$ cat config.mk
export PLATFORM = sky130hd
export DESIGN_NAME = owt_symbol_decode
export DESIGN_NICKNAME = d
export VERILOG_FILES = /design/src/rtl/owt_sym_pkg.sv /design/src/rtl/owt_sym_classify.sv /design/src/rtl/owt_symbol_decode.sv
export SDC_FILE = /design/constraint.sdc
export NUM_CORES = 1
export LEC_CHECK = 0
export ABC_CLOCK_PERIOD_IN_PS = 5300
export BUFFER_PORTS_ARGS = -buffer_cell sky130_fd_sc_hd__buf_2
export CAP_MARGIN = 40
export CORE_UTILIZATION = 57
export CTS_CLUSTER_SIZE = 25
export DETAILED_ROUTE_END_ITERATION = 10
export GPL_TIMING_DRIVEN = 0
export PLACE_DENSITY = 0.91
export SLEW_MARGIN = 10
export SYNTH_ARGS = -nofsm -noshare
export SYNTH_HDL_FRONTEND = slang
export SYNTH_SLANG_ARGS = --single-unit
$ cat constraint.sdc
create_clock -name i_clk -period 5.3 [get_ports i_clk]
set_input_delay 0.53 -clock i_clk [delete_from_list [all_inputs] [get_ports i_clk]]
set_output_delay 0.53 -clock i_clk [all_outputs]
set_load 0.02 [all_outputs]
$ cat src/rtl/owt_sym_pkg.sv
// Shared types and helpers for the OWT symbol decoder.
// Symbol classes, decoder states, error codes and window checks.
package owt_sym_pkg;

    typedef enum logic [1:0] {
        SYM_NONE = 2'd0,
        SYM_BIT0 = 2'd1,
        SYM_BIT1 = 2'd2,
        SYM_SYNC = 2'd3
    } sym_type_e;

    typedef enum logic [1:0] {
        ST_IDLE = 2'd0,
        ST_DATA = 2'd1,
        ST_PAR  = 2'd2
    } dec_st_e;

    localparam logic [1:0] ERR_LEN  = 2'b01;
    localparam logic [1:0] ERR_PAR  = 2'b10;
    localparam logic [1:0] ERR_SYNC = 2'b11;

    function automatic logic in_win(
        input int unsigned v,
        input int unsigned lo,
        input int unsigned hi
    );
        return (v >= lo) && (v <= hi);
    endfunction

    function automatic logic win_disjoint(
        input int a_lo,
        input int a_hi,
        input int b_lo,
        input int b_hi
    );
        return (a_hi < b_lo) || (b_hi < a_lo);
    endfunction

endpackage

$ cat src/rtl/owt_sym_classify.sv
// Combinational interval classifier: maps a measured length to
// SYNC, BIT1, BIT0 or NONE using inclusive windows.
module owt_sym_classify
    import owt_sym_pkg::*;
#(
    parameter int LEN_W    = 8,
    parameter int SYNC_MIN = 40,
    parameter int SYNC_MAX = 60,
    parameter int BIT1_MIN = 18,
    parameter int BIT1_MAX = 24,
    parameter int BIT0_MIN = 8,
    parameter int BIT0_MAX = 12
) (
    input  logic [LEN_W-1:0] i_len,
    output sym_type_e        o_type
);

    int unsigned len;

    always_comb begin
        len    = 32'(i_len);
        o_type = SYM_NONE;
        // Zero length never classifies, even if a window starts at 0.
        if (len == 0) begin
            o_type = SYM_NONE;
        end else if (in_win(len, SYNC_MIN, SYNC_MAX)) begin
            o_type = SYM_SYNC;
        end else if (in_win(len, BIT1_MIN, BIT1_MAX)) begin
            o_type = SYM_BIT1;
        end else if (in_win(len, BIT0_MIN, BIT0_MAX)) begin
            o_type = SYM_BIT0;
        end
    end

endmodule

$ cat src/rtl/owt_symbol_decode.sv
// OWT symbol decoder: collects SYNC + FRM_BITS data bits + even parity
// and reports each frame or abort as a single-cycle pulse.
module owt_symbol_decode
    import owt_sym_pkg::*;
#(
    parameter int CNT_OWT_EXT_CYC_W = 8,
    parameter int SYNC_MIN          = 40,
    parameter int SYNC_MAX          = 60,
    parameter int BIT1_MIN          = 18,
    parameter int BIT1_MAX          = 24,
    parameter int BIT0_MIN          = 8,
    parameter int BIT0_MAX          = 12,
    parameter int FRM_BITS          = 8
) (
    input  logic                         i_clk,
    input  logic                         i_rst,
    input  logic                         i_dec_en,
    input  logic                         i_sym_vld,
    input  logic [CNT_OWT_EXT_CYC_W-1:0] i_sym_len,
    output logic                         o_frm_vld,
    output logic [FRM_BITS-1:0]          o_frm_data,
    output logic                         o_frm_err,
    output logic [1:0]                   o_err_code,
    output logic                         o_busy
);

    localparam int CW = $clog2(FRM_BITS + 1);
    localparam logic [CW-1:0] LAST = CW'(FRM_BITS - 1);

`ifdef ASSERT_ON
    if (SYNC_MIN > SYNC_MAX) begin : g_bad_sync
        $error("SYNC window MIN > MAX");
    end
    if (BIT1_MIN > BIT1_MAX) begin : g_bad_bit1
        $error("BIT1 window MIN > MAX");
    end
    if (BIT0_MIN > BIT0_MAX) begin : g_bad_bit0
        $error("BIT0 window MIN > MAX");
    end
    if (!win_disjoint(SYNC_MIN, SYNC_MAX, BIT1_MIN, BIT1_MAX) ||
        !win_disjoint(SYNC_MIN, SYNC_MAX, BIT0_MIN, BIT0_MAX) ||
        !win_disjoint(BIT1_MIN, BIT1_MAX, BIT0_MIN, BIT0_MAX))
    begin : g_overlap
        $error("symbol windows overlap");
    end
    if (FRM_BITS < 1 || FRM_BITS > 32) begin : g_bad_frm
        $error("FRM_BITS out of range 1..32");
    end
`endif

    sym_type_e          sym;
    dec_st_e            state;
    dec_st_e            state_nxt;
    logic [CW-1:0]      bit_cnt;
    logic [CW-1:0]      cnt_nxt;
    logic [FRM_BITS-1:0] shreg;
    logic [FRM_BITS-1:0] shreg_nxt;
    logic [FRM_BITS-1:0] data_nxt;
    logic               par;
    logic               par_nxt;
    logic               vld_nxt;
    logic               err_nxt;
    logic [1:0]         code_nxt;
    logic               bit_val;
    logic               is_bit;
    logic               clr;

    owt_sym_classify #(
        .LEN_W    (CNT_OWT_EXT_CYC_W),
        .SYNC_MIN (SYNC_MIN),
        .SYNC_MAX (SYNC_MAX),
        .BIT1_MIN (BIT1_MIN),
        .BIT1_MAX (BIT1_MAX),
        .BIT0_MIN (BIT0_MIN),
        .BIT0_MAX (BIT0_MAX)
    ) u_classify (
        .i_len  (i_sym_len),
        .o_type (sym)
    );

    assign o_busy = (state != ST_IDLE);

    always_comb begin
        state_nxt = state;
        cnt_nxt   = bit_cnt;
        shreg_nxt = shreg;
        par_nxt   = par;
        vld_nxt   = 1'b0;
        err_nxt   = 1'b0;
        data_nxt  = o_frm_data;
        code_nxt  = o_err_code;
        clr       = 1'b0;
        bit_val   = (sym == SYM_BIT1);
        is_bit    = (sym == SYM_BIT0) || (sym == SYM_BIT1);

        if (!i_dec_en) begin
            state_nxt = ST_IDLE;
            clr       = 1'b1;
        end else if (i_sym_vld) begin
            unique case (state)
                ST_IDLE: begin
                    if (sym == SYM_SYNC) begin
                        state_nxt = ST_DATA;
                        clr       = 1'b1;
                    end
                end
                ST_DATA, ST_PAR: begin
                    if (sym == SYM_SYNC) begin
                        // A SYNC mid-frame aborts and opens a fresh frame.
                        err_nxt   = 1'b1;
                        code_nxt  = ERR_SYNC;
                        state_nxt = ST_DATA;
                        clr       = 1'b1;
                    end else if (!is_bit) begin
                        err_nxt   = 1'b1;
                        code_nxt  = ERR_LEN;
                        state_nxt = ST_IDLE;
                        clr       = 1'b1;
                    end else if (state == ST_DATA) begin
                        shreg_nxt = (shreg << 1) | FRM_BITS'(bit_val);
                        par_nxt   = par ^ bit_val;
                        cnt_nxt   = bit_cnt + CW'(1);
                        if (bit_cnt == LAST) begin
                            state_nxt = ST_PAR;
                        end
                    end else begin
                        if (par ^ bit_val) begin
                            err_nxt  = 1'b1;
                            code_nxt = ERR_PAR;
                        end else begin
                            vld_nxt  = 1'b1;
                            data_nxt = shreg;
                        end
                        state_nxt = ST_IDLE;
                        clr       = 1'b1;
                    end
                end
                default: begin
                    state_nxt = ST_IDLE;
                    clr       = 1'b1;
                end
            endcase
        end

        if (clr) begin
            cnt_nxt   = '0;
            shreg_nxt = '0;
            par_nxt   = 1'b0;
        end
    end

    always_ff @(posedge i_clk) begin
        if (i_rst) begin
            state      <= ST_IDLE;
            bit_cnt    <= '0;
            shreg      <= '0;
            par        <= 1'b0;
            o_frm_vld  <= 1'b0;
            o_frm_err  <= 1'b0;
            o_frm_data <= '0;
            o_err_code <= 2'b00;
        end else begin
            state      <= state_nxt;
            bit_cnt    <= cnt_nxt;
            shreg      <= shreg_nxt;
            par        <= par_nxt;
            o_frm_vld  <= vld_nxt;
            o_frm_err  <= err_nxt;
            o_frm_data <= data_nxt;
            o_err_code <= code_nxt;
        end
    end

endmodule
==> metrics.md <==
| Metric | Value |
|---|---|
| Post-DP HPWL | 2500 um |
| Least-Margin Pin Slew | 0.696 ns |
| Worst setup SP type | input port |
| CTS Buf Count | 3 |
| Fillers | 207 |
| Critical Path RT | roughly 5.6 ns |
| Die W | ~54 um |
| Synthesized area | 1520 um2 |
| Area growth syn-to-layout | 11.8% |
| Detailed-route via count | around 1,300 |
| Multi-input logic area | 902 um2 |
| NumNets Final | 208 |
| Largest net degree at the start of global routing | 16 |
| Register area share after synthesis | a little over a third |
| Row Count | 18 |
| Ant. Diodes | 0 |
| Max Cap Viol | 0 |
| Util after Layout | between 60% and 70% |
| Gr ovfl total | 0 |
| Ys async rst share | 0% |
| Clock tree sinks | 27 |
| GRT Overall Usage | 26.2% |
| TritonCTS clock tree | built |
| Slew Limit Headroom | 53.6% |
| Achievable clock frequency | ~0.40 GHz |
| Syn Area/Cell | around 9.5 um2 |
| CTS clock-pin slew for the worst setup and hold paths | 0.15 ns |
| Antenna viol nets, final | 0 |
| Core box area | 2500 um2 |
| Gates resized, CTS repair | 0 |
| Final worst-path cycle share | 46.9% |
| FF+latch area | 541 um2 |
| Final Wtd Congestion | 0.844 |
| Count of flip-flops with a built-in enable after synthesis | 0 |
| Most frequent cells in the layout | 27 x dfxtp_1, 26 x buf_2, 14 x o21ai_1 |
| Pre-antenna DRT Iters | 4 |
| Yosys warns | 0 |
| Pwr/cell area | 192 nW/um2 |
| Fin. Hold Viols | 0 |
| Max clock buf depth | 2 |
| H-tree levels | 1 |
| Clock Latency Late Sink | 0.34 ns |
| Synth Flop Type | dfxtp_1 |
| Endpoints failing setup | 0 |
| Crit-path cells | buf_2 -> o21ba_2 -> a211o_1 -> a31o_1 -> ha_1 -> and4b_1 -> buf_4 -> and4b_1 -> buf_4 -> mux2i_1 |
| Vias per std cell | 6.17 |
| Final min period | between 2 and 2.5 ns |
| Post-Synthesis Net Count | 180 |
| Total Neg Setup Slack | 0 ns |
| Reg2reg path depth | 5 |
| Die Area | 2880 um2 |
| Slowest cell on the critical path | ha_1 |
| Critical path endpoint | o_frm_data[4] |
| Synthesized instance count | 160 |
| Pleak | 0.628 nW |
| Yosys reg bits | 27 |
| Clock root buffer | clkbuf_4 |
| Crit path DAT | 2.76 ns |
| Reg2reg start | state[0] |
| Max FO, Critical Path | 10 |
| First-pass GRT wire length | 5380 um |
| Total wire length | roughly 3300 um |
| Initial core utilization | 60.9% |
| Clock Skew | 0.00603 ns |
| Commonest non-fill, non-tap cell in the layout | dfxtp_1 |
| I/O Buffers | 23 |
| Die Ht | between 50 and 60 um |
| HP Class | flop to flop |
| Worst setup startpoint | i_sym_len[1] |
| Vias in the first global route | 1,254 |
| Post-CTS setup buffer count | 0 |
| RSZ-0062 raised after global routing | no |
| R2r endpoint | shreg[0] |
| Kind of critical path | input port to flop |
| Drt first-iter violations | 27 |
| Status | finished, final reports clean |
| Hold Buf Count CTS | 0 |
| Final Max Slew Viols | 0 |
| IO Pins | 25 |
| Synth unique cells | 46 |
| Share of layout cells above drive strength 1 | 24.1% |
| R2R Setup Slk | 3.45 ns |
| Initial antenna violation count | 0 |
| CP max stage delay | roughly 0.43 ns |
| CP Capture Type | flop |
| Wire length per cell | 15.4 um |
| Max VDD drop | 0.148 mV |
| DRC | 0 |
-- metal layers --
| layer | share of wire (%) | track usage (%) | vias to the layer above | wire length (um) |
|---|---|---|---|---|
| met5 | 0 | 0 | - | 0 |
| met4 | 1.5 | 10.1 | 0 | 51 |
| met3 | 4.0 | 3.39 | 5 | 135 |
| met2 | 50 | 49.0 | 41 | 1690 |
| met1 | 44 | 29.5 | 636 | 1470 |
| li1 | - | - | 657 | - |
-- report_power, final --
group          internal (mW)  leakage [nW]  switching (mW)
clock                 0.0284        0.0177          0.0632
combinational         0.0116         0.393          0.0212
sequential             0.203         0.217       0.0000355
-- flip-flops by register name (all words and copies together) (netlist names) --
name and cells:
o_err_code 2, state 2, o_frm_data 8, bit_cnt 4
shreg 8, par 1, o_frm_vld 1, o_frm_err 1
-- stage by stage --
step	hold slack, ns	power, mW	worst slack (ns)	cells	instance area (um2)
4_1_cts	0.474	0.331	2.82	217	1700
3_5_place_dp	0.454	0.240	2.46	213	1670
6_report	0.469	0.328	2.81	217	1700
2_1_floorplan	0.450	0.228	2.81	160	1520
5_1_grt	0.504	0.340	2.70	217	1700
3_3_place_gp	0.439	0.238	2.54	213	1670
-- worst max-delay path: cells and delay by family --
kind / cells / cell delay (ns)
multiplexers: 1 / 0.21
AO/OA/AOI/OAI: 3 / 0.70
AND/OR/NAND/NOR: 2 / 0.41
buffers and inverters: 3 / 0.47
adder cells (fa/ha/maj): 1 / 0.43
-- Yosys cell counts (2+ instances only) --
| cell | n | area share [%] |
|---|---|---|
| nand2_1 | 11 | 2.7 |
| buf_2 | 3 | 0.99 |
| a221oi_1 | 3 | 1.7 |
| clkbuf_1 | 3 | 0.74 |
| inv_1 | 5 | 1.2 |
| a221oi_2 | 10 | 9.9 |
| nor2b_1 | 3 | 1.2 |
| buf_4 | 2 | 0.99 |
| nand2b_1 | 9 | 3.7 |
| mux2i_1 | 9 | 5.9 |
| nor3_1 | 2 | 0.66 |
| ha_1 | 8 | 6.6 |
| dfxtp_1 | 27 | 36 |
| and4b_1 | 2 | 1.3 |
| o21ai_1 | 14 | 4.6 |
| nand4_1 | 2 | 0.82 |
| mux2_1 | 2 | 1.5 |
| nor2_1 | 3 | 0.74 |
| a21oi_1 | 2 | 0.66 |
| nand3_1 | 11 | 3.6 |
| or3_1 | 4 | 1.6 |
-- cells by family after synthesis --
kind of cell	after synthesis	synth area share [%]
compound gates	41	23.3
simple gates	56	21.5
xor+xnor	1	0.576
flops	27	35.5
fa+ha+maj	8	6.58
buf+inv	16	5.18
mux	11	7.40
-- worst min path at each step --
stage                              from            end  slack, ns  cells past startpoint
final                     o_frm_data[2]  o_frm_data[2]       0.47                      2
after global routing      o_frm_data[3]  o_frm_data[3]       0.50                      2
after CTS                 o_frm_data[2]  o_frm_data[2]       0.47                      2
after detailed placement  o_frm_data[2]  o_frm_data[2]       0.45                      2
after global placement    o_frm_data[5]  o_frm_data[5]       0.44                      2
after floorplan                shreg[2]  o_frm_data[2]       0.45                      2
-- area by class of cell --
cell class	count	share of cell area [%]
Multi-Input combinational cell	117	53.0
Sequential cell	27	31.8
Timing Repair Buffer	23	6.76
Buffer	10	3.31
Tap cell	30	2.21
Clock buffer	3	1.32
Inverter	6	1.32
Clock inverter	1	0.294
No activity file was read; power rests on OpenSTA's default activity.
